## src/rtl/dmem_write_buffer.sv

```systemverilog
// rtl/dmem_write_buffer.sv - FIFO store buffer between the processor data port and dmem
//
// Ports:
//   clock, reset            rising-edge clock, synchronous active-high reset
//   p_addr .. p_data_in     processor data-memory request (store/load, size, sign)
//   p_data_out              load data returned to the processor
//   stall                   combinational; processor holds PC and request while high
//   m_addr .. m_data_in     dmem request (drains and non-conflicting loads)
//   m_data_out              dmem combinational read data
//   occupancy, empty        buffered store count / no stores pending
//   stat_stall_cycles       stall cycle counter (WBUF_STATS_EN), else 0
//   stat_forwards           forwarded load counter (WBUF_STATS_EN), else 0
// Optional feature macro: WBUF_STATS_EN

module dmem_write_buffer #(
  parameter int DEPTH = 4,
  parameter int CNT_W = 3
) (
  input  logic             clock,
  input  logic             reset,
  input  logic [31:0]      p_addr,
  input  logic             p_write_enable,
  input  logic             p_mem_read,
  input  logic             p_byte,
  input  logic             p_half_word,
  input  logic             p_sign_extend,
  input  logic [31:0]      p_data_in,
  output logic [31:0]      p_data_out,
  output logic             stall,
  output logic [31:0]      m_addr,
  output logic             m_write_enable,
  output logic             m_byte,
  output logic             m_half_word,
  output logic             m_sign_extend,
  output logic [31:0]      m_data_in,
  input  logic [31:0]      m_data_out,
  output logic [CNT_W-1:0] occupancy,
  output logic             empty,
  output logic [31:0]      stat_stall_cycles,
  output logic [31:0]      stat_forwards
);

  localparam int PTR_W = (DEPTH > 1) ? $clog2(DEPTH) : 1;

  logic [31:0]      ent_addr [DEPTH];
  logic [31:0]      ent_data [DEPTH];
  logic             ent_byte [DEPTH];
  logic             ent_half [DEPTH];
  logic [PTR_W-1:0] head;
  logic [PTR_W-1:0] tail;
  logic [CNT_W-1:0] count;

  logic             is_store;
  logic             is_load;
  logic             full;
  logic             hit;
  logic             hit_word;
  logic [31:0]      hit_addr;
  logic [31:0]      hit_data;
  logic [PTR_W-1:0] idx;
  logic             forward;
  logic             stall_int;
  logic             drain;
  logic             enq;

  // Reset masks every request so the port stays quiet and nothing drains that cycle.
  assign is_store = !reset && p_write_enable;
  assign is_load  = !reset && p_mem_read && !p_write_enable;
  assign full     = (count == CNT_W'(DEPTH));

  // Scan oldest to newest so the last match left standing is the newest overlapping entry.
  always_comb begin
    hit      = 1'b0;
    hit_word = 1'b0;
    hit_addr = '0;
    hit_data = '0;
    idx      = '0;
    for (int k = 0; k < DEPTH; k++) begin
      idx = head + PTR_W'(k);
      if ((CNT_W'(k) < count) && (ent_addr[idx][31:2] == p_addr[31:2])) begin
        hit      = 1'b1;
        hit_word = !ent_byte[idx] && !ent_half[idx];
        hit_addr = ent_addr[idx];
        hit_data = ent_data[idx];
      end
    end
  end

  assign forward   = is_load && hit && hit_word && !p_byte && !p_half_word && (hit_addr == p_addr);
  assign stall_int = (is_load && hit && !forward) || (is_store && full);
  assign drain     = stall_int || (!reset && !p_write_enable && !p_mem_read && (count != '0));
  assign enq       = is_store && !full;

  assign stall     = stall_int;
  assign occupancy = count;
  assign empty     = (count == '0);

  always_comb begin
    m_addr         = '0;
    m_write_enable = 1'b0;
    m_byte         = 1'b0;
    m_half_word    = 1'b0;
    m_sign_extend  = 1'b0;
    m_data_in      = '0;
    p_data_out     = '0;
    if (drain) begin
      m_addr         = ent_addr[head];
      m_data_in      = ent_data[head];
      m_byte         = ent_byte[head];
      m_half_word    = ent_half[head];
      m_write_enable = 1'b1;
    end else if (is_load && !hit) begin
      m_addr        = p_addr;
      m_data_in     = p_data_in;
      m_byte        = p_byte;
      m_half_word   = p_half_word;
      m_sign_extend = p_sign_extend;
      p_data_out    = m_data_out;
    end else if (forward) begin
      p_data_out = hit_data;
    end
  end

  // Enqueue and drain are mutually exclusive by construction of the arbitration above.
  always_ff @(posedge clock) begin
    if (reset) begin
      head  <= '0;
      tail  <= '0;
      count <= '0;
    end else if (enq) begin
      tail  <= tail + 1'b1;
      count <= count + 1'b1;
    end else if (drain) begin
      head  <= head + 1'b1;
      count <= count - 1'b1;
    end
  end

  // Entry payload needs no reset: it is only ever read under count.
  always_ff @(posedge clock) begin
    if (enq) begin
      ent_addr[tail] <= p_addr;
      ent_data[tail] <= p_data_in;
      ent_byte[tail] <= p_byte;
      ent_half[tail] <= p_half_word;
    end
  end

`ifdef WBUF_STATS_EN
  logic [31:0] stall_cnt;
  logic [31:0] fwd_cnt;

  always_ff @(posedge clock) begin
    if (reset) begin
      stall_cnt <= '0;
      fwd_cnt   <= '0;
    end else begin
      if (stall_int) stall_cnt <= stall_cnt + 32'd1;
      if (forward)   fwd_cnt   <= fwd_cnt + 32'd1;
    end
  end

  assign stat_stall_cycles = stall_cnt;
  assign stat_forwards     = fwd_cnt;
`else
  assign stat_stall_cycles = '0;
  assign stat_forwards     = '0;
`endif

endmodule
```

## config.mk

```make
export PLATFORM = sky130hd
export DESIGN_NAME = dmem_write_buffer
export DESIGN_NICKNAME = d
export VERILOG_FILES = /design/src/rtl/dmem_write_buffer.sv
export SDC_FILE = /design/constraint.sdc
export NUM_CORES = 1
export LEC_CHECK = 0
export CAP_MARGIN = 20
export CORE_ASPECT_RATIO = 1.5
export CORE_UTILIZATION = 30
export CTS_BUF_LIST = sky130_fd_sc_hd__clkbuf_8 sky130_fd_sc_hd__clkbuf_16
export DETAILED_ROUTE_END_ITERATION = 7
export PLACE_DENSITY_LB_ADDON = 0.05
export SETUP_SLACK_MARGIN = 0.05
export SYNTH_ARGS = -nofsm -noshare
export SYNTH_HDL_FRONTEND = slang
export SYNTH_SLANG_ARGS = --single-unit
export TNS_END_PERCENT = 10
```

## constraint.sdc

```tcl
create_clock -name clock -period 5.79 [get_ports clock]
set_clock_uncertainty 0.15 [all_clocks]
set_input_delay 1.158 -clock clock [delete_from_list [all_inputs] [get_ports clock]]
set_output_delay 1.158 -clock clock [all_outputs]
set_load 0.01 [all_outputs]
```

# Word level (Yosys, flattened, before mapping)
# Memory sizes are Yosys's and may differ from the RTL's. A register that Yosys moved wholly into a read port is not among the register bits.
# Cells that the tools add are included.
# word_totals
regBits	7
mem_bits_rw	264
input_bits	103
output_inout_bits	169
elab_cells	111
mem_count	4
# mem_list
name	words	width	rd	rd_clocked_by_memory_dff	write_ports	line_no	source
ent_addr	4	32	4	1	1	45	logic [31:0] ent_addr [DEPTH];
ent_data	4	32	4	1	1	46	logic [31:0] ent_data [DEPTH];
ent_byte	4	1	4	1	1	47	logic ent_byte [DEPTH];
ent_half	4	1	4	1	1	48	logic ent_half [DEPTH];
# classes
addsub	6
order_cmp	4
n_eq_ne	6
n_mux	42
n_bitwise	1
reduce_logical	45
# op_table
op	n
$mux 32	15
$eq 30x30->1	4
$eq 32x32->1	1
$logic_and 1x1->1	23
$mux 1	17
$logic_not 1->1	16
$mux 2	8
$lt 1x3->1 const A	2
$lt 2x3->1 const A	2
$mux 3	2
$add 2x1->2 const B	2
$add 2x2->2 const B	2
$add 3x1->3 const B	1
$eq 3x3->1 const B	1
$logic_not 3->1	1
$reduce_bool 3->1	1
$sub 3x1->3 const B	1
$logic_or 1x1->1	2
$reduce_and 2->1	1
$reduce_bool 2->1	1
$not 1->1	1

# Logic depth before layout (Yosys ltp)
# Gate-level depths: netlist of the first run.
# An unclocked memory read counts as a cell.
# logic_depth
word_depth	19
depth_mapped	20
depth_no_buf	14

# Worst setup path before layout of the first run
# Ideal clock, no wire load.
# synth_timing
path_type	in2out
start	in p_addr[14]
end	out p_data_out[22]
t_arrival_ns	4.038
t_required_ns	4.482
setup_slack_ns	0.444
path_stages	12
path_cell_list	clkbuf_1 > a22oi_1 > a21oi_1 > or4_1 > or4_1 > or3_1 > o311ai_0 > o2111ai_1 > mux2i_4 > nand2_1 > clkbuf_1 > o21ai_0
# synth_between
elab_chain_len	16
elab_cells_between_ends	39
# synth_lines
element	line_no	source
start, declared	21	input logic [31:0] p_addr,
parallel branches: the longest is 15 deep, another holds $mux 32	n/a	
$mux 32 *	106	if (drain) begin
end, declared	28	output logic [31:0] p_data_out,
# Mark *: on every way between the ends.

# Worst setup path after layout of the first run
# layout_timing
start	in p_addr[28]
end	out m_addr[16]
# layout_between
elab_chain_len	16
elab_cells_between_ends	34
# layout_lines
element	line_no	source
parallel branches: the longest is 15 deep, another holds $mux 32	n/a	
$mux 32 *	106	
end, declared	30	output logic [31:0] m_addr,
# Marked as above.

==> flow_metrics.py, run 1 <==
metrics = {
    "global_route": {
        "grt_usage_pct": 21.6,
        "grt_max_degree": 65,
        "grt_overflow": 0,
        "grt_antenna_before_repair": 0,
        "grt_pass1_vias": 15600,
        "grt_pass1_wl_um": 104000,
    },
    "cts": {
        "clkSinkCount": 273,
        "root_buffer": "clkbuf_16",
        "htreeDepth": 1,
        "cts-buffers-inserted": 30,
        "cts.path.max_buffers": 3,
        "clkSlewWorstSetupHoldPaths_ns": 0.07,
        "cts_tree": "built",
        "clkLatencyLatePin_ns": 0.60,
        "cts_hold_buf": 0,
    },
    "yosys": {
        "ys_seq_elements": 273,
        "synth_area_leader_cell": "edfxtp_1",
        "ys_warn_count": 0,
        "post_synth.cell_area_avg_um2": 11.9,
        "synth_edf_count": 264,
        "syn_area_um2": 19100,
        "ys_dominant_reg_cell": "edfxtp_1",
        "async_reset_ff_share_pct": 0,
        "yosysSeqAreaShare_pct": 42.4,
        "synth_top_area_share_pct": 41.5,
        "synth_cell_type_count": 69,
        "syn_inst": 1607,
        "yosys-top-cells-area": "edfxtp_1, mux4_2, mux2i_1",
    },
    "critical_path": {
        "critPathLaunchType": "input pin",
        "cpPeakStageDelay_ns": 0.56,
        "arrival_ns": 5.02,
        "reg2reg_slack_ns": 0.96,
        "reg2reg_to": "occupancy[1]",
        "worstSetupPathType": "input pin to output pin",
        "worstRegToRegCells": 19,
        "crit_path_max_fanout": 6,
        "cp-end-kind": "output pin",
        "reg2reg_from": "head[1]",
        "crit_top_cell": "nand4_1",
        "required_ns": 4.48,
        "path_cells": "clkdlybuf4s50_1, xnor2_2, buf_4, nand4_1, or4_1, or4_4, or3b_4, nand4_1, o221ai_2, a211o_1, a21oi_4, buf_6, buf_12, buf_8, a22o_1, buf_2",
        "crit_slowest_cell": "clkdlybuf4s50_1",
    },
    "worst_hold_path": {
        "min_from": "tail[1]",
        "min_path_type": "flop to flop",
        "worstHoldPathCells": 2,
        "holdPathEnd": "tail[1]",
    },
    "pwr": {
        "p_sw_share_pct": 34.5,
        "power_mw": 7.54,
        "ir_drop_mv": 0.240,
        "power.share.combinational_pct": 43.7,
        "seqPwrFrac_pct": 31.4,
        "p_clk_share_pct": 24.9,
        "leakage_nw": 8.70,
        "powerDensity_nw_per_um2": 303,
        "p_int_mw": 4.94,
        "p_switching_mw": 2.60,
    },
    "timing": {
        "rsz0062_at_grt": "true",
        "post-route-min-period_ns": 6.33,
        "worst_slew_pin_slew_ns": 0.890,
        "slew_headroom_pct": 40.7,
        "hold_viol": 0,
        "max_freq_mhz": 158,
        "timing.final.ws_setup_ns": -0.543,
        "setup_viol_count_final": 101,
        "fin_crit_sh_pct": 109,
        "finalMaxSlewViolations": 0,
    },
    "die": {
        "pin_count": 272,
        "coreArea_um2": 63200,
        "num_rows": 113,
        "fp.dieW_um": 208,
        "start_util_pct": 30.2,
        "die-height_um": 311,
        "die_area_um2": 64700,
    },
    "outcome": {
        "outcome": "complete, but fails checks",
        "violations": "negative setup slack",
    },
    "cells_and_area": {
        "stdcell_count": 2812,
        "syn_to_final_growth_pct": 30.2,
        "fin_nets": 2096,
        "drive_above_1_share_pct": 34.2,
        "utilization_pct": 39.4,
        "postLayoutCellArea_um2": 24900,
        "antenna_cells": 0,
    },
    "drt": {
        "wl_per_cell_um": 26.2,
        "drc": 0,
        "vias": 15300,
        "first_pass_iters": 5,
        "routed_wl_um": 73700,
        "drt-initial-drc-count": 854,
        "avgViaCountPerCell": 5.43,
        "ant_nets": 0,
    },
    "placement": {
        "place_inst": 2715,
        "dp_hpwl_um": 50000,
        "pre_cts_ws_ns": -1.16,
        "placed_area_um2": 23400,
        "numPortBuffers": 207,
        "gp_congestion": 0.882,
    },
    "flow_run": {
        "cap_violations": 0,
    },
}
## area by class of cell
| cell class | instances | area, um^2 |
|---|---|---|
| sequential | 273 | 8120 |
| tap | 805 | 1010 |
| timing repair buffer | 496 | 4350 |
| inverter | 22 | 82.6 |
| clock buffer | 30 | 751 |
| clock inverter | 24 | 191 |
| multi-input combinational | 1162 | 10400 |
| fill | 6129 | 38300 |
## worst max path at each step
stage	startpoint	endpoint	slack [ns]	cells past startpoint
final	p_addr[28]	m_addr[16]	-0.54	16
after global routing	head[0]	m_addr[28]	-0.72	18
after CTS	head[0]	m_addr[11]	-0.81	16
after detailed placement	p_addr[27]	m_addr[24]	-1.16	16
after global placement	p_addr[27]	m_addr[24]	-1.19	16
after floorplan	p_addr[14]	p_data_out[22]	0.44	12
## metrics by stage
stage          hold slack [ns]  setup TNS (ns)
2_1_floorplan            0.356               0
3_3_place_gp             0.381         -105.13
3_5_place_dp             0.391         -102.18
4_1_cts                  0.406          -60.99
5_1_grt                  0.440          -58.65
6_report                 0.403          -39.89
## registers in the layout (all words and copies together), names as in the netlist, named ones only
register and count:
ent_addr 128, ent_data 128, ent_byte 4, ent_half 4, occupancy 3, head 2, tail 2
## repair_timing
action / 4_1_cts / 5_1_grt
pin swaps: 6 / 61
setup endpoints to repair: 101 / 101
hold endpoints to repair: 0 / 0
buffers inserted: 10 / 23
gates resized for setup: 99 / 390
gates cloned: 2 / 8
## layer usage
metal / share of wire, % / vias to the layer above / GRT usage [%] / routed length [um]
li1: - / 6948 / - / -
met1: 38 / 7838 / 24.1 / 27800
met2: 56 / 410 / 42.7 / 41500
met3: 3.2 / 79 / 1.88 / 2390
met4: 2.7 / 0 / 5.91 / 1960
met5: 0 / - / 0 / 0
## placed cells by master, fill, tap and decap left out, types with 28 or more instances in the layout
| cell | count |
|---|---|
| edfxtp_1 | 264 |
| buf_4 | 234 |
| mux4_2 | 136 |
| nor2_1 | 128 |
| mux2i_1 | 126 |
| a21oi_1 | 122 |
| clkdlybuf4s50_1 | 101 |
| buf_2 | 86 |
| nand2_1 | 80 |
| xnor2_1 | 74 |
| a211oi_1 | 69 |
| conb_1 | 64 |
| a22o_1 | 59 |
| mux2_2 | 45 |
| clkbuf_16 | 36 |
| inv_1 | 28 |
## kinds of logic (layout without fill, tap and decap cells)
logic type               after synthesis  count (layout)  share of synthesized area, %
AO/OA/AOI/OAI                        379             379                          13.6
multiplexers                         310             310                          25.5
AND/OR/NAND/NOR                      304             304                          7.19
flip-flops                           273             273                          42.4
buffers and inverters                235             572                          6.35
XOR/XNOR                              97              97                          4.44
adder cells (fa/ha/maj)                8               8                         0.524
other                                  1              64                        0.0196
## critical path: cells and delay by family
| kind | cells | cell delay (ns) |
|---|---|---|
| AO/OA/AOI/OAI | 4 | 0.78 |
| AND/OR/NAND/NOR | 5 | 1.64 |
| buffers and inverters | 6 | 1.30 |
| XOR/XNOR | 1 | 0.14 |
## synthesized netlist by cell type, types with 21 or more instances
cell type  instances
a22o_1            60
buf_4             69
buf_2             22
a211oi_1          70
a21oi_1          122
mux4_2           136
edfxtp_1         264
mux2i_1          127
clkbuf_1          93
buf_1             23
mux2_2            45
xnor2_1           83
inv_1             21
nand2_1           81
o21ai_0           45
nor2_1           130
## power groups by stage
stage / combinational (mW) / sequential, mW / clock [mW]
detailed placement: 3.04 / 2.44 / 0
global route: 3.49 / 2.38 / 2.00
floorplan: 1.86 / 2.37 / 0
finish: 3.29 / 2.37 / 1.88
CTS: 3.18 / 2.37 / 1.94
global placement: 3.04 / 2.44 / 0
(Power assumes the default switching activity.)
==> inputs of run 2 (changes only) <==
- CORE_MARGIN: default -> 2
- CTS_CLUSTER_DIAMETER: default -> 40
==> flow_metrics.py, run 2 (synthesis results as in run 1) <==
metrics = {
    "outcome": {
        "outcome": "complete, but fails checks",
        "violations": "negative setup slack",
    },
    "critical_path": {
        "arrival_ns": 4.90,
        "worstSetupPathType": "flop to output pin",
        "cp-end-kind": "output pin",
        "reg2reg_slack_ns": 1.20,
        "crit_slowest_cell": "mux4_2",
        "crit_path_max_fanout": 7,
        "worstRegToRegCells": 18,
        "required_ns": 4.48,
        "reg2reg_to": "occupancy[1]",
        "reg2reg_from": "head[0]",
        "setup.worst_path.start": "head[0]",
        "critPathLaunchType": "flop",
        "path_cells": "buf_12, buf_4, mux4_2, xnor2_2, buf_4, nand4_1, a2111oi_1, o2111ai_1, buf_4, or3_1, o311ai_2, o2111ai_2, mux2i_4, a21oi_4, buf_6, buf_12, buf_8, buf_6, a22o_4, buf_6",
        "cpPeakStageDelay_ns": 0.52,
    },
    "drt": {
        "wl_met2_um": 41400,
        "first_pass_iters": 5,
        "routed_wl_um": 72700,
        "wl_per_cell_um": 25.7,
        "drc": 0,
        "met1Wirelength_um": 27000,
        "drt-initial-drc-count": 841,
        "highest_layer": "met4",
        "avgViaCountPerCell": 5.39,
        "ant_nets": 0,
        "vias": 15200,
        "routed-wl-met3_um": 2480,
    },
    "timing": {
        "rsz0062_at_grt": "true",
        "worst_slew_pin_slew_ns": 1.06,
        "max_freq_mhz": 161,
        "post-route-min-period_ns": 6.21,
        "finalMaxSlewViolations": 0,
        "fin_crit_sh_pct": 107,
        "setup_viol_count_final": 100,
        "hold_viol": 0,
        "slew_headroom_pct": 29.4,
        "timing.final.ws_setup_ns": -0.417,
    },
    "cts": {
        "clkSlewWorstSetupHoldPaths_ns": 0.06,
        "cts_hold_buf": 0,
        "root_buffer": "clkbuf_16",
        "cts-buffers-inserted": 42,
        "clkLatencyLatePin_ns": 0.56,
        "cts.path.max_buffers": 3,
        "cts_tree": "built",
        "clkSinkCount": 273,
        "htreeDepth": 2,
    },
    "global_route": {
        "grt_pass1_vias": 15700,
        "grt_overflow": 0,
        "grt_usage_pct": 21.8,
        "grt_antenna_before_repair": 0,
        "grt_max_degree": 66,
        "grt_pass1_wl_um": 106000,
    },
    "cells_and_area": {
        "final_common_cell": "edfxtp_1",
        "fin_nets": 2099,
        "postLayoutCellArea_um2": 25300,
        "mostFrequentLayoutCells": "edfxtp_1, buf_4, mux4_2, nor2_1, mux2i_1",
        "reg.largest.list": "ent_addr: 128 flops, ent_data: 128 flops",
        "drive_above_1_share_pct": 34.1,
        "antenna_cells": 0,
        "utilization_pct": 40.1,
        "fillerInstances": 6136,
        "syn_to_final_growth_pct": 32.6,
    },
    "pwr": {
        "powerDensity_nw_per_um2": 328,
        "ir_drop_mv": 0.200,
        "leakage_nw": 8.83,
        "power_mw": 8.30,
    },
    "worst_hold_path": {
        "worstHoldPathCells": 2,
        "min_from": "tail[1]",
        "holdPathEnd": "tail[1]",
        "min_path_type": "flop to flop",
    },
    "placement": {
        "placed_area_um2": 23400,
        "numPortBuffers": 207,
        "dp_hpwl_um": 50500,
        "gp_congestion": 0.840,
    },
    "flow_run": {
        "cap_violations": 0,
    },
    "die": {
        "start_util_pct": 30.2,
        "die-height_um": 313,
        "pin_count": 272,
        "coreArea_um2": 63200,
        "fp.dieW_um": 210,
        "die_area_um2": 65800,
        "num_rows": 113,
    },
}
==> run 2: changes by cell type in the layout (fill, tap and decap cells not counted), moves of 4 or more <==
cell / change
buf_2: -15
buf_4: -4
clkbuf_16: +7
clkinv_2: -4
clkinv_4: +4
clkinvlp_4: +4
dlygate4sd2_1: +13
inv_1: -7
inv_6: +7
inv_8: +5
o21ai_1: +20
o21ai_2: -20
==> run 2: how the worst max path moves through the flow <==
stage          cells after the start  slack [ns]             end
2_1_floorplan                     12        0.44  p_data_out[22]
3_3_place_gp                      19       -0.91      m_addr[10]
3_5_place_dp                      19       -0.95      m_addr[23]
4_1_cts                           15       -0.44      m_addr[19]
5_1_grt                           21       -0.63      m_addr[22]
6_report                          20       -0.42      m_addr[22]
==> run 2: repair_timing <==
action	in CTS	in global routing
pin swaps	30	18
gates cloned	5	0
resized for setup	450	56
endpoints found under the setup margin	101	101
buffers inserted	30	3
==> run 2: metrics by stage <==
| stage | setup TNS [ns] | std cells | hold slack [ns] | worst slack (ns) |
|---|---|---|---|---|
| 2_1_floorplan | 0 | 1670 | 0.356 | 0.444 |
| 3_3_place_gp | -79.04 | 2711 | 0.387 | -0.907 |
| 3_5_place_dp | -84.65 | 2711 | 0.403 | -0.954 |
| 4_1_cts | -29.60 | 2824 | 0.411 | -0.444 |
| 5_1_grt | -46.77 | 2827 | 0.443 | -0.635 |
| 6_report | -25.85 | 2827 | 0.409 | -0.417 |
==> run 2: final cells by class <==
class / count / area, um^2 / share of cell area, %
well taps: 805 / 1010 / 3.97
multi-input cells: 1162 / 10300 / 40.7
inverters: 22 / 82.6 / 0.326
repair buffers: 487 / 4340 / 17.1
flip-flops and latches: 273 / 8120 / 32.1
clock inverters: 35 / 400 / 1.58
clock buffers: 43 / 1080 / 4.25
==> run 2: routing by layer <==
metal / GRT usage (%) / vias up
li1: - / 6956
met1: 23.8 / 7752
met2: 43.8 / 440
met3: 2.15 / 95
met4: 5.98 / 0
met5: 0 / -
==> run 2: worst max-delay path: cells and delay by family, from the launching register on <==
| family | cells | cell delay, ns |
|---|---|---|
| buf+inv | 9 | 1.27 |
| simple gates | 2 | 0.56 |
| compound gates | 6 | 1.15 |
| flops | 1 | 0.39 |
| mux | 2 | 0.75 |
| xor+xnor | 1 | 0.19 |
==> run 2: where the power goes <==
part	switching [mW]	leakage (nW)	internal [mW]	total (mW)
Clock	1.02	0.714	1.62	2.64
Sequential	0.0906	2.47	2.28	2.37
Combinational	1.67	5.64	1.62	3.29
==> inputs of run 3 (changes only) <==
- PLACE_DENSITY: default -> 0.48
- PLACE_DENSITY_LB_ADDON: 0.05 -> default
==> flow_metrics.py, run 3 (synthesis results as in run 1) <==
metrics = {
    "critical_path": {
        "reg2reg_to": "occupancy[1]",
        "path_cells": "buf_12, buf_4, mux4_2, xnor2_1, buf_4, nand4_1, or4_4, or4_4, or3b_4, nand4_1, o221ai_2, a211o_1, a21oi_4, buf_12, buf_12, buf_16, buf_6, a22o_1, buf_2",
        "cp-end-kind": "output pin",
        "cpPeakStageDelay_ns": 0.53,
        "reg2reg_slack_ns": 0.87,
        "crit_top_cell": "buf_12",
        "critPathBufInv": 8,
        "critPathTopFamily": "simple AND/OR/NAND/NOR gates",
        "arrival_ns": 5.08,
        "worstSetupPathType": "flop to output pin",
        "critPathLaunchType": "flop",
        "crit_slowest_cell": "or4_4",
        "crit_path_max_fanout": 6,
        "reg2reg_from": "head[0]",
        "required_ns": 4.48,
        "worstRegToRegCells": 19,
    },
    "drt": {
        "routed_wl_um": 71000,
        "wl_per_cell_um": 25.3,
        "first_pass_iters": 6,
        "avgViaCountPerCell": 5.52,
        "ant_nets": 0,
        "drt-initial-drc-count": 922,
        "drc": 0,
        "vias": 15500,
    },
    "pwr": {
        "powerDensity_nw_per_um2": 319,
        "ir_drop_mv": 0.176,
        "leakage_nw": 8.72,
    },
    "die": {
        "pin_count": 272,
        "die_area_um2": 65800,
        "fp.dieW_um": 210,
        "num_rows": 113,
        "die-height_um": 313,
        "start_util_pct": 30.2,
        "coreArea_um2": 63200,
    },
    "cells_and_area": {
        "fin_nets": 2087,
        "postLayoutCellArea_um2": 25100,
        "syn_to_final_growth_pct": 31.5,
        "drive_above_1_share_pct": 33.7,
        "reg.largest.list": "ent_addr: 128 flops, ent_data: 128 flops",
        "antenna_cells": 0,
        "final_common_cell": "edfxtp_1",
        "mostFrequentLayoutCells": "edfxtp_1, buf_4, mux4_2, nor2_1, a21oi_1",
    },
    "timing": {
        "hold_ws_ns": 0.406,
        "post-route-min-period_ns": 6.39,
        "rsz0062_at_grt": "true",
        "hold_viol": 0,
        "fin_crit_sh_pct": 110,
        "slew_headroom_pct": 36.9,
        "max_freq_mhz": 157,
        "finalMaxSlewViolations": 0,
        "timing.final.ws_setup_ns": -0.599,
        "worst_slew_pin_slew_ns": 0.947,
        "setup_viol_count_final": 101,
    },
    "worst_hold_path": {
        "worstHoldPathCells": 2,
        "holdPathEnd": "tail[1]",
        "min_from": "tail[1]",
        "min_path_type": "flop to flop",
    },
    "global_route": {
        "grt_overflow": 0,
        "grt_usage_pct": 21.0,
        "grt_max_degree": 65,
        "grt_pass1_vias": 15800,
        "grt_antenna_before_repair": 1,
        "grt_pass1_wl_um": 103000,
    },
    "cts": {
        "clkSinkCount": 273,
        "clkSlewWorstSetupHoldPaths_ns": 0.06,
        "cts-buffers-inserted": 40,
        "cts_hold_buf": 0,
        "root_buffer": "clkbuf_16",
        "cts_tree": "built",
        "cts.path.max_buffers": 3,
        "htreeDepth": 2,
        "clkLatencyLatePin_ns": 0.54,
    },
    "outcome": {
        "outcome": "complete, but fails checks",
        "violations": "negative setup slack",
    },
    "flow_run": {
        "cap_violations": 0,
    },
    "placement": {
        "numPortBuffers": 207,
        "dp_hpwl_um": 48500,
        "placed_area_um2": 23200,
        "gp_congestion": 0.944,
    },
}
run 3: changes by cell type in the layout (fill, tap and decap cells not counted), sizes merged:
| cell | change |
|---|---|
| clkdlybuf4s15 | +16 |
| inv | -2 |
| bufinv | -3 |
| dlygate4sd2 | -16 |
| buf | -15 |
| clkbuf | -4 |
| dlymetal6s2s | +7 |
| clkinv | +2 |
run 3: worst max-delay path by stage:
stage	startpoint	to	slack, ns	cells past startpoint
floorplan	p_addr[14]	p_data_out[22]	0.44	12
global placement	p_addr[14]	m_addr[12]	-0.92	15
detailed placement	p_addr[14]	m_addr[12]	-0.88	15
CTS	head[0]	m_addr[11]	-0.62	16
global route	head[0]	m_addr[10]	-0.69	21
finish	head[0]	m_addr[10]	-0.60	19
run 3: layout make-up:
type / count / area [um^2]
fill: 6086 / 38100
multi-input combinational: 1162 / 10300
sequential: 273 / 8120
timing repair buffer: 477 / 4270
clock buffer: 41 / 1030
tap: 805 / 1010
clock inverter: 32 / 272
inverter: 22 / 83.8
run 3: metrics by stage:
stage / cells / setup TNS (ns) / power [mW] / util (%) / setup WS (ns)
finish: 2812 / -41.46 / 8.01 / 39.8 / -0.599
CTS: 2795 / -44.32 / 8.04 / 39.6 / -0.622
detailed placement: 2695 / -79.16 / 5.42 / 36.8 / -0.876
global placement: 2695 / -80.64 / 5.40 / 36.8 / -0.916
floorplan: 1670 / 0 / 4.23 / - / 0.444
global route: 2812 / -52.85 / 8.34 / 39.8 / -0.692
run 3: timing repair:
action / 4_1_cts / 5_1_grt
buffers inserted: 21 / 18
endpoints found under the setup margin: 101 / 101
pin swaps: 15 / 63
gates cloned: 6 / 3
hold endpoints to repair: 0 / 0
resized for setup: 365 / 149
run 3: metal layers:
metal / global-route usage, % / routed length, um
met5: 0 / 0
met1: 23.6 / 26400
met4: 9.51 / 3310
met2: 39.6 / 38100
met3: 2.11 / 3200
run 3: report_power, final:
| group | switching, mW | internal (mW) | leakage, nW |
|---|---|---|---|
| clock network | 0.959 | 1.40 | 0.647 |
| registers | 0.120 | 2.28 | 2.47 |
| logic | 1.66 | 1.59 | 5.60 |
| total | 2.74 | 5.27 | 8.72 |
run 3: tightest hold or removal path, delay by kind of cell (launching register included):
family / cells / cell delay, ns
buffers and inverters: 1 / 0.10
DFF: 1 / 0.33
AOI/OAI and AO/OA: 1 / 0.08
